<file path="src/rtl/seq_detector_param.sv">
// Runtime-programmable serial pattern recogniser with overlap/non-overlap modes,
// registered one-cycle match pulse and a saturating match counter.
module seq_detector_param #(
  parameter int             N       = 8,
  parameter int             CNT_W   = 8,
  parameter logic [N-1:0]   RST_PAT = N'(3'b101),
  parameter int             RST_LEN = 3,
  parameter bit             RST_OVL = 1'b1,
  localparam int            LW      = $clog2(N) + 1
) (
  input  logic             clk,
  input  logic             rst,
  input  logic             x,
  input  logic             x_valid,
  input  logic             cfg_load,
  input  logic [N-1:0]     cfg_pat,
  input  logic [LW-1:0]    cfg_len,
  input  logic             cfg_ovl,
  input  logic             cnt_clr,
  output logic             y,
  output logic [CNT_W-1:0] match_cnt,
  output logic [LW-1:0]    cur_len
);

  localparam logic [LW-1:0]    LEN_MAX = LW'(N);
  localparam logic [LW-1:0]    LEN_RST = LW'(RST_LEN);
  localparam logic [CNT_W-1:0] CNT_MAX = '1;

  // The oldest history bit is shifted out before it can ever be compared,
  // so only N-1 bits need to be stored.
  logic [N-2:0]     hist, hist_d;
  logic [LW-1:0]    fill, fill_d;
  logic [N-1:0]     pat, pat_d;
  logic [LW-1:0]    len, len_d;
  logic             ovl, ovl_d;
  logic             y_d;
  logic [CNT_W-1:0] cnt_d;

  logic [N-1:0]     h_shift;
  logic [N-1:0]     len_mask;
  logic [LW-1:0]    f_inc;
  logic [LW-1:0]    len_clamped;
  logic             hit;

  // NOTE: every combinational output gets a default first so no path leaves
  // a variable unassigned, which would infer a latch.
  always_comb begin
    h_shift = {hist, x};
    f_inc   = (fill >= LEN_MAX) ? LEN_MAX : fill + LW'(1);

    for (int i = 0; i < N; i++) begin
      len_mask[i] = (LW'(i) < len);
    end

    hit = x_valid && !cfg_load && (f_inc >= len)
          && (((h_shift ^ pat) & len_mask) == '0);

    if (cfg_len == '0)         len_clamped = LW'(1);
    else if (cfg_len > LEN_MAX) len_clamped = LEN_MAX;
    else                        len_clamped = cfg_len;

    hist_d = hist;
    fill_d = fill;
    pat_d  = pat;
    len_d  = len;
    ovl_d  = ovl;
    y_d    = 1'b0;

    if (cfg_load) begin
      pat_d  = cfg_pat;
      len_d  = len_clamped;
      ovl_d  = cfg_ovl;
      hist_d = '0;
      fill_d = '0;
    end else if (x_valid) begin
      hist_d = h_shift[N-2:0];
      // A non-overlap match restarts accumulation; stale history is masked by fill.
      fill_d = (hit && !ovl) ? '0 : f_inc;
      y_d    = hit;
    end

    cnt_d = cnt_clr ? '0 : match_cnt;
    if (hit && (cnt_d != CNT_MAX)) begin
      cnt_d = cnt_d + CNT_W'(1);
    end
  end

  // NOTE: sequential state uses non-blocking assignments so every register
  // samples the pre-edge values regardless of statement order.
  always_ff @(posedge clk or posedge rst) begin
    if (rst) begin
      hist      <= '0;
      fill      <= '0;
      pat       <= RST_PAT;
      len       <= LEN_RST;
      ovl       <= RST_OVL;
      y         <= 1'b0;
      match_cnt <= '0;
    end else begin
      hist      <= hist_d;
      fill      <= fill_d;
      pat       <= pat_d;
      len       <= len_d;
      ovl       <= ovl_d;
      y         <= y_d;
      match_cnt <= cnt_d;
    end
  end

  assign cur_len = len;

endmodule

</file>
<file path="config.mk">
export PLATFORM = sky130hd
export DESIGN_NAME = seq_detector_param
export DESIGN_NICKNAME = d
export VERILOG_FILES = /design/src/rtl/seq_detector_param.sv
export SDC_FILE = /design/constraint.sdc
export NUM_CORES = 1
export LEC_CHECK = 0
export BUFFER_PORTS_ARGS = -buffer_cell sky130_fd_sc_hd__buf_2
export CAP_MARGIN = 15
export CORE_MARGIN = 1
export CORE_UTILIZATION = 50
export DETAILED_ROUTE_END_ITERATION = 6
export PLACE_DENSITY = 0.73
export REMOVE_ABC_BUFFERS = 1
export SKIP_LAST_GASP = 1
export SYNTH_ARGS = -nofsm -noshare
export SYNTH_HDL_FRONTEND = slang
export SYNTH_SLANG_ARGS = --single-unit
</file>
<file path="constraint.sdc">
create_clock -name clk -period 3.55 [get_ports clk]
set_input_delay 0.5325 -clock clk [delete_from_list [all_inputs] [get_ports clk]]
set_output_delay 0.5325 -clock clk [all_outputs]
set_load 0.01 [all_outputs]
</file>
==> flow_summary.toml, run 1 <==
[drt]
wirelength_um = 3380
dr.pass1.iters = 4
ant_nets = 0
routed_via_density = 5.51
vias = 1334
wl_per_cell_um = 14.0
remaining_drc_errors = 0
drt_iter0_markers = 105

[yosys]
ys_types = 38
netlist_area_um2 = 1720
synth_area_per_cell_um2 = 10.5
async_flop_share = 1.00
ys.flop_type = "dfrtp_1"
yosysWarnings = 0
synth_edf_count = 0
ys_ff_latch = 33
yosysSeqAreaShare = 0.484
syn_inst = 163

[setup_path]
arrival_ns = 2.90
crit_chain = "or2_2 > ha_1 > nand2b_1 > a2111oi_1 > nor4_4 > and3_1 > nand4_1 > mux2_1"
crit_fanout = 6
cpPeakStageDelay_ns = 0.59
cp.required_ns = 3.78
cp_top_family = "simple AND/OR/NAND/NOR gates"
crit_buf_inv = 0
cp-end-kind = "register"
crit_type = "reg -> reg"
slowest_stage = "a2111oi_1"
setup.worst_path.start_class = "register"

[cts]
cts_resized = 0
root_buffer = "clkbuf_4"
clkSinkCount = 33
post_cts_buffers = 0
clk_latency_ns = 0.34
cts_hold_buf = 0
cts_tree = "built"
clockBufferDepth = 2
cts_buffers = 5
clk_pin_slew_worst_paths_ns = 0.10
cts_max_level = 2

[timing]
hold_viol = 0
finalMaxSlewViolations = 0
finalSetupTns_ns = 0
finalSetupViolations = 0
max_freq_mhz = 375
worst_pin_slew_ns = 0.584
max-slew-margin-rel = 0.610
skew_ns = 0.0121
rsz0062_at_grt = "false"
post-route-period-util = 0.751
fin_crit_ns = 2.67
hold_ws_ns = 0.255

[placement]
io_buffer_count = 31
place_inst = 234
place_hpwl_um = 2480
globalplace.congestion = 0.834

[floorplan]
ioPinCount = 32
die_y_um = 60.6
row_count = 20
die_x_um = 60.6
die-area_um2 = 3680
initial_core_util = 0.545
design.core.area_um2 = 3150

[global_routing]
overflow = 0
grt_max_degree = 34
antenna_found_initial = 0
grt_pass1_vias = 1364
grt_pass1_wl_um = 6010
grt_usage = 0.227

[layout]
synthToLayoutAreaGrowth_pct = 14.8
final_layout_size_suffix_gt1_frac = 0.278
antenna_cells = 0
nets = 223
mostFrequentLayoutCell = "buf_2"
post_layout_nonfiller_instances = 242
final_cell_mix = "buf_2, dfrtp_1, nor2_1, inv_1, xnor2_1"

[pwr]
power_density_nw_per_um2 = 379
swShare = 0.269
vdd_drop_max_v = 0.000254
power_leakage_nw = 0.931
power.switching_mw = 0.201
seqPwrFrac = 0.560
p_clk_frac = 0.297
p_comb_frac = 0.143
p_int_mw = 0.546

[worst_hold_path]
holdCritPathClass = "in -> async"

[status]
status = "completed"

[run]
cap_violations = 0
[through the flow]
stage	util	setup slack, ns	area [µm²]	total power [mW]
after floorplan	-	1.03	1700	0.491
after global routing	0.626	0.692	1970	0.791
final	0.626	0.882	1970	0.747
after global placement	0.607	0.946	1910	0.528
after CTS	0.626	0.850	1970	0.759
after detailed placement	0.607	0.895	1910	0.534
[routing by layer]
metal | global-route usage | part of all wire | up-vias
met4 | 0.107 | 0.012 | 0
li1 | - | - | 645
met5 | 0 | 0 | -
met1 | 0.278 | 0.44 | 654
met2 | 0.363 | 0.50 | 30
met3 | 0.0768 | 0.040 | 5
[state kept, by name, summed over array words and instances, names as in the netlist]
name / cells
cur_len: 4
pat: 8
hist: 7
match_cnt: 8
fill: 4
y: 1
ovl: 1
[kinds of logic after synthesis]
group	share of synthesized area
adder cells (fa/ha/maj)	0.0509
AND/OR/NAND/NOR	0.154
flip-flops	0.484
AO/OA/AOI/OAI	0.103
XOR/XNOR	0.0560
buffers and inverters	0.0393
multiplexers	0.113
[worst reg2reg max path, delay by kind of cell, from the launching register on]
family | cells | cell delay (ns)
simple gates | 5 | 0.93
compound gates | 1 | 0.59
flops | 1 | 0.45
mux | 1 | 0.32
fa+ha+maj | 1 | 0.26
[power groups by stage]
stage	logic, mW	clock network (mW)	registers, mW
2_1_floorplan	0.0690	0	0.422
5_1_grt	0.122	0.248	0.421
6_report	0.107	0.222	0.418
3_5_place_dp	0.108	0	0.425
3_3_place_gp	0.104	0	0.424
4_1_cts	0.109	0.232	0.418
[cells in the mapped netlist (5+ instances only)]
master / n / area [µm²]
inv_1: 12 / 45.0
nor2_1: 15 / 56.3
mux2i_1: 7 / 70.1
o21ai_0: 5 / 25.0
dfrtp_1: 28 / 701
nor2b_1: 5 / 31.3
ha_1: 7 / 87.6
nand2_1: 7 / 26.3
dfstp_2: 5 / 131
mux2_2: 9 / 101
a21oi_1: 6 / 30.0
o21ai_1: 5 / 25.0
xnor2_1: 10 / 87.6
[layout make-up]
cell class | count | area, µm²
Clock buffer | 8 | 58.8
Timing Repair Buffer | 32 | 163
Fill cell | 290 | 1180
Sequential cell | 33 | 832
Inverter | 12 | 45.0
Tap cell | 44 | 55.1
Multi-Input combinational cell | 113 | 820
[worst paths after layout]
path / start / endpoint / slack [ns] / depth (start not counted)
min: rst / pat[5]$_DFFE_PP0P_ / 0.25 / 3
max in group asynchronous: rst / pat[0]$_DFFE_PP1P_ / 2.95 / 3
min in group clk: cfg_pat[4] / pat[4]$_DFFE_PP0P_ / 0.41 / 2
max: fill[0]$_DFFE_PP0P_ / match_cnt[3]$_DFF_PP0_ / 0.88 / 8
max reg2reg: fill[0]$_DFFE_PP0P_ / match_cnt[3]$_DFF_PP0_ / 0.88 / 8
min reg2reg: pat[1]$_DFFE_PP0P_ / pat[1]$_DFFE_PP0P_ / 0.53 / 1
Note: power is estimated with default switching activity, not from simulation.
==> run 2: changes to the inputs <==
Settings changed: ABC_AREA set to 1, PLACE_DENSITY 0.73 to 0.75.
Clock period 3.55 ns to 2.4 ns, I/O delays scaled along.
==> flow_summary.toml, run 2 <==
[cts]
cts_max_level = 2
cts_tree = "built"
post_cts_buffers = 0
root_buffer = "clkbuf_8"
clk_pin_slew_worst_paths_ns = 0.07
clk_latency_ns = 0.29
cts_hold_buf = 0
cts_buffers = 5
clockBufferDepth = 2
clkSinkCount = 33
cts_resized = 0

[drt]
remaining_drc_errors = 0
dr.pass1.iters = 4
routed_via_density = 4.92
wl_per_cell_um = 11.1
ant_nets = 0
wirelength_um = 3850
vias = 1712
drt_iter0_markers = 120

[layout]
final_layout_size_suffix_gt1_frac = 0.187
synthToLayoutAreaGrowth_pct = 14.8
nets = 325
antenna_cells = 0
final_cell_mix = "nand2_1, inv_1, buf_2, dfrtp_1, nor2_1"
mostFrequentLayoutCell = "nand2_1"
top_regs = "match_cnt x8, pat x8, hist x7"
postLayoutCellArea_um2 = 2250

[global_routing]
grt_max_degree = 34
antenna_found_initial = 0
grt_pass1_wl_um = 6690
grt_usage = 0.210
grt_pass1_vias = 1565
overflow = 0

[timing]
finalMaxSlewViolations = 0
max-slew-margin-rel = 0.726
setup_slack_ns = 0.260
max_freq_mhz = 467
hold_viol = 0
hold_ws_ns = 0.147
rsz0062_at_grt = "false"
skew_ns = 0.00978
finalSetupViolations = 0
finalSetupTns_ns = 0
worst_pin_slew_ns = 0.412
fin_crit_ns = 2.14
post-route-period-util = 0.892

[yosys]
syn_inst = 264
ys_top_cells_by_area = "dfrtp_1, nand2_1, inv_1"
synth_top_area_share = 0.357
yosysTopAreaCell = "dfrtp_1"
synth_edf_count = 0
netlist_area_um2 = 1960
yosysMostFrequentCell = "nand2_1"
yosysSeqAreaShare = 0.424
async_flop_share = 1.00
ys_ff_latch = 33
ys_top_cells_by_count = "nand2_1, inv_1, dfrtp_1"
ys.flop_type = "dfrtp_1"
ys_types = 25
synth_area_per_cell_um2 = 7.43
yosysWarnings = 0

[pwr]
p_int_mw = 0.883
p_clk_frac = 0.352
seqPwrFrac = 0.496
power_density_nw_per_um2 = 544
p_comb_frac = 0.151
vdd_drop_max_v = 0.000364
power_mw = 1.22
power.switching_mw = 0.341
swShare = 0.278
power_leakage_nw = 1.23

[placement]
io_buffer_count = 31
globalplace.congestion = 0.800
placed_cell_area_um2 = 2160
pre_cts_ws_ns = 0.289
place_hpwl_um = 2860

[setup_path]
crit_type = "reg -> reg"
cp-end-kind = "register"
crit_fanout = 11
arrival_ns = 2.32
cp.required_ns = 2.58
setup.worst_path.start_class = "register"

[status]
status = "completed"

[floorplan]
ioPinCount = 32
initial_core_util = 0.528
die-area_um2 = 4180
design.core.area_um2 = 3720
die_x_um = 64.6
die_y_um = 64.6
row_count = 22

[worst_hold_path]
holdCritPathClass = "in -> async"

[run]
cap_violations = 0
-- run 2: changes by cell type after synthesis, moves of 5 or more --
cell,change
o22ai_1,+6
o21ai_0,+5
mux2i_1,-7
nand3_1,+5
nor2b_1,-5
nand4_1,+5
nand2_1,+88
inv_1,+37
o21ai_1,-5
xnor2_1,-8
mux2_2,-9
-- run 2: layer usage --
metal | GRT usage | wire, µm
met5 | 0 | 0
met4 | 0.100 | 79
met3 | 0.0370 | 174
met2 | 0.336 | 1740
met1 | 0.276 | 1850
-- run 2: cells by family (layout without fill, tap and decap cells) --
family                   after synthesis  in the layout  synth area share
AND/OR/NAND/NOR                      142            142             0.336
buffers and inverters                 54             90             0.107
flip-flops                            33             33             0.424
AO/OA/AOI/OAI                         24             24            0.0702
adder cells (fa/ha/maj)                7              7            0.0447
XOR/XNOR                               4              4            0.0179
-- run 2: worst paths after layout --
path / from / end / slack [ns] / cells past startpoint
worst max-delay path: fill[0]$_DFFE_PP0P_ / match_cnt[0]$_DFF_PP0_ / 0.26 / 14
worst min-delay path: rst / match_cnt[4]$_DFF_PP0_ / 0.15 / 3
worst max register to register: fill[0]$_DFFE_PP0P_ / match_cnt[0]$_DFF_PP0_ / 0.26 / 14
worst min register to register: pat[2]$_DFFE_PP1P_ / pat[2]$_DFFE_PP1P_ / 0.49 / 2
max in group asynchronous: rst / cur_len[0]$_DFFE_PP1P_ / 1.92 / 3
min in group clk: cfg_pat[3] / pat[3]$_DFFE_PP0P_ / 0.27 / 3
-- run 2: layout make-up --
class,instances,area (µm²)
Tap cell,48,60.1
Inverter,50,188
Multi-Input combinational cell,177,918
Sequential cell,33,832
Fill cell,348,1470
Clock buffer,8,90.1
Timing Repair Buffer,32,163
-- run 2: power by group through the flow --
| stage | Clock (mW) | Sequential, mW | Combinational [mW] |
|---|---|---|---|
| floorplan | 0 | 0.615 | 0.127 |
| global placement | 0 | 0.616 | 0.181 |
| detailed placement | 0 | 0.617 | 0.187 |
| CTS | 0.439 | 0.607 | 0.187 |
| global route | 0.467 | 0.611 | 0.213 |
| finish | 0.431 | 0.607 | 0.185 |
-- run 2: worst max-delay path: stages, from the launching register on --
cell and delay (ns):
dfrtp_1 0.36, inv_1 0.08, ha_1 0.29, inv_1 0.08, nor2_1 0.04, ha_1 0.29
nand2_1 0.06, nand2_1 0.05, nand2_1 0.04, nand2_1 0.05, nor2_1 0.05, nor2_4 0.27
nand4_4 0.20, nand2_1 0.11, nand2_1 0.05
-- run 2: per-stage QoR --
stage / utilization / cells
detailed placement: 0.581 / 340
CTS: 0.606 / 348
finish: 0.606 / 348
global route: 0.606 / 348
global placement: 0.581 / 340
floorplan: - / 260
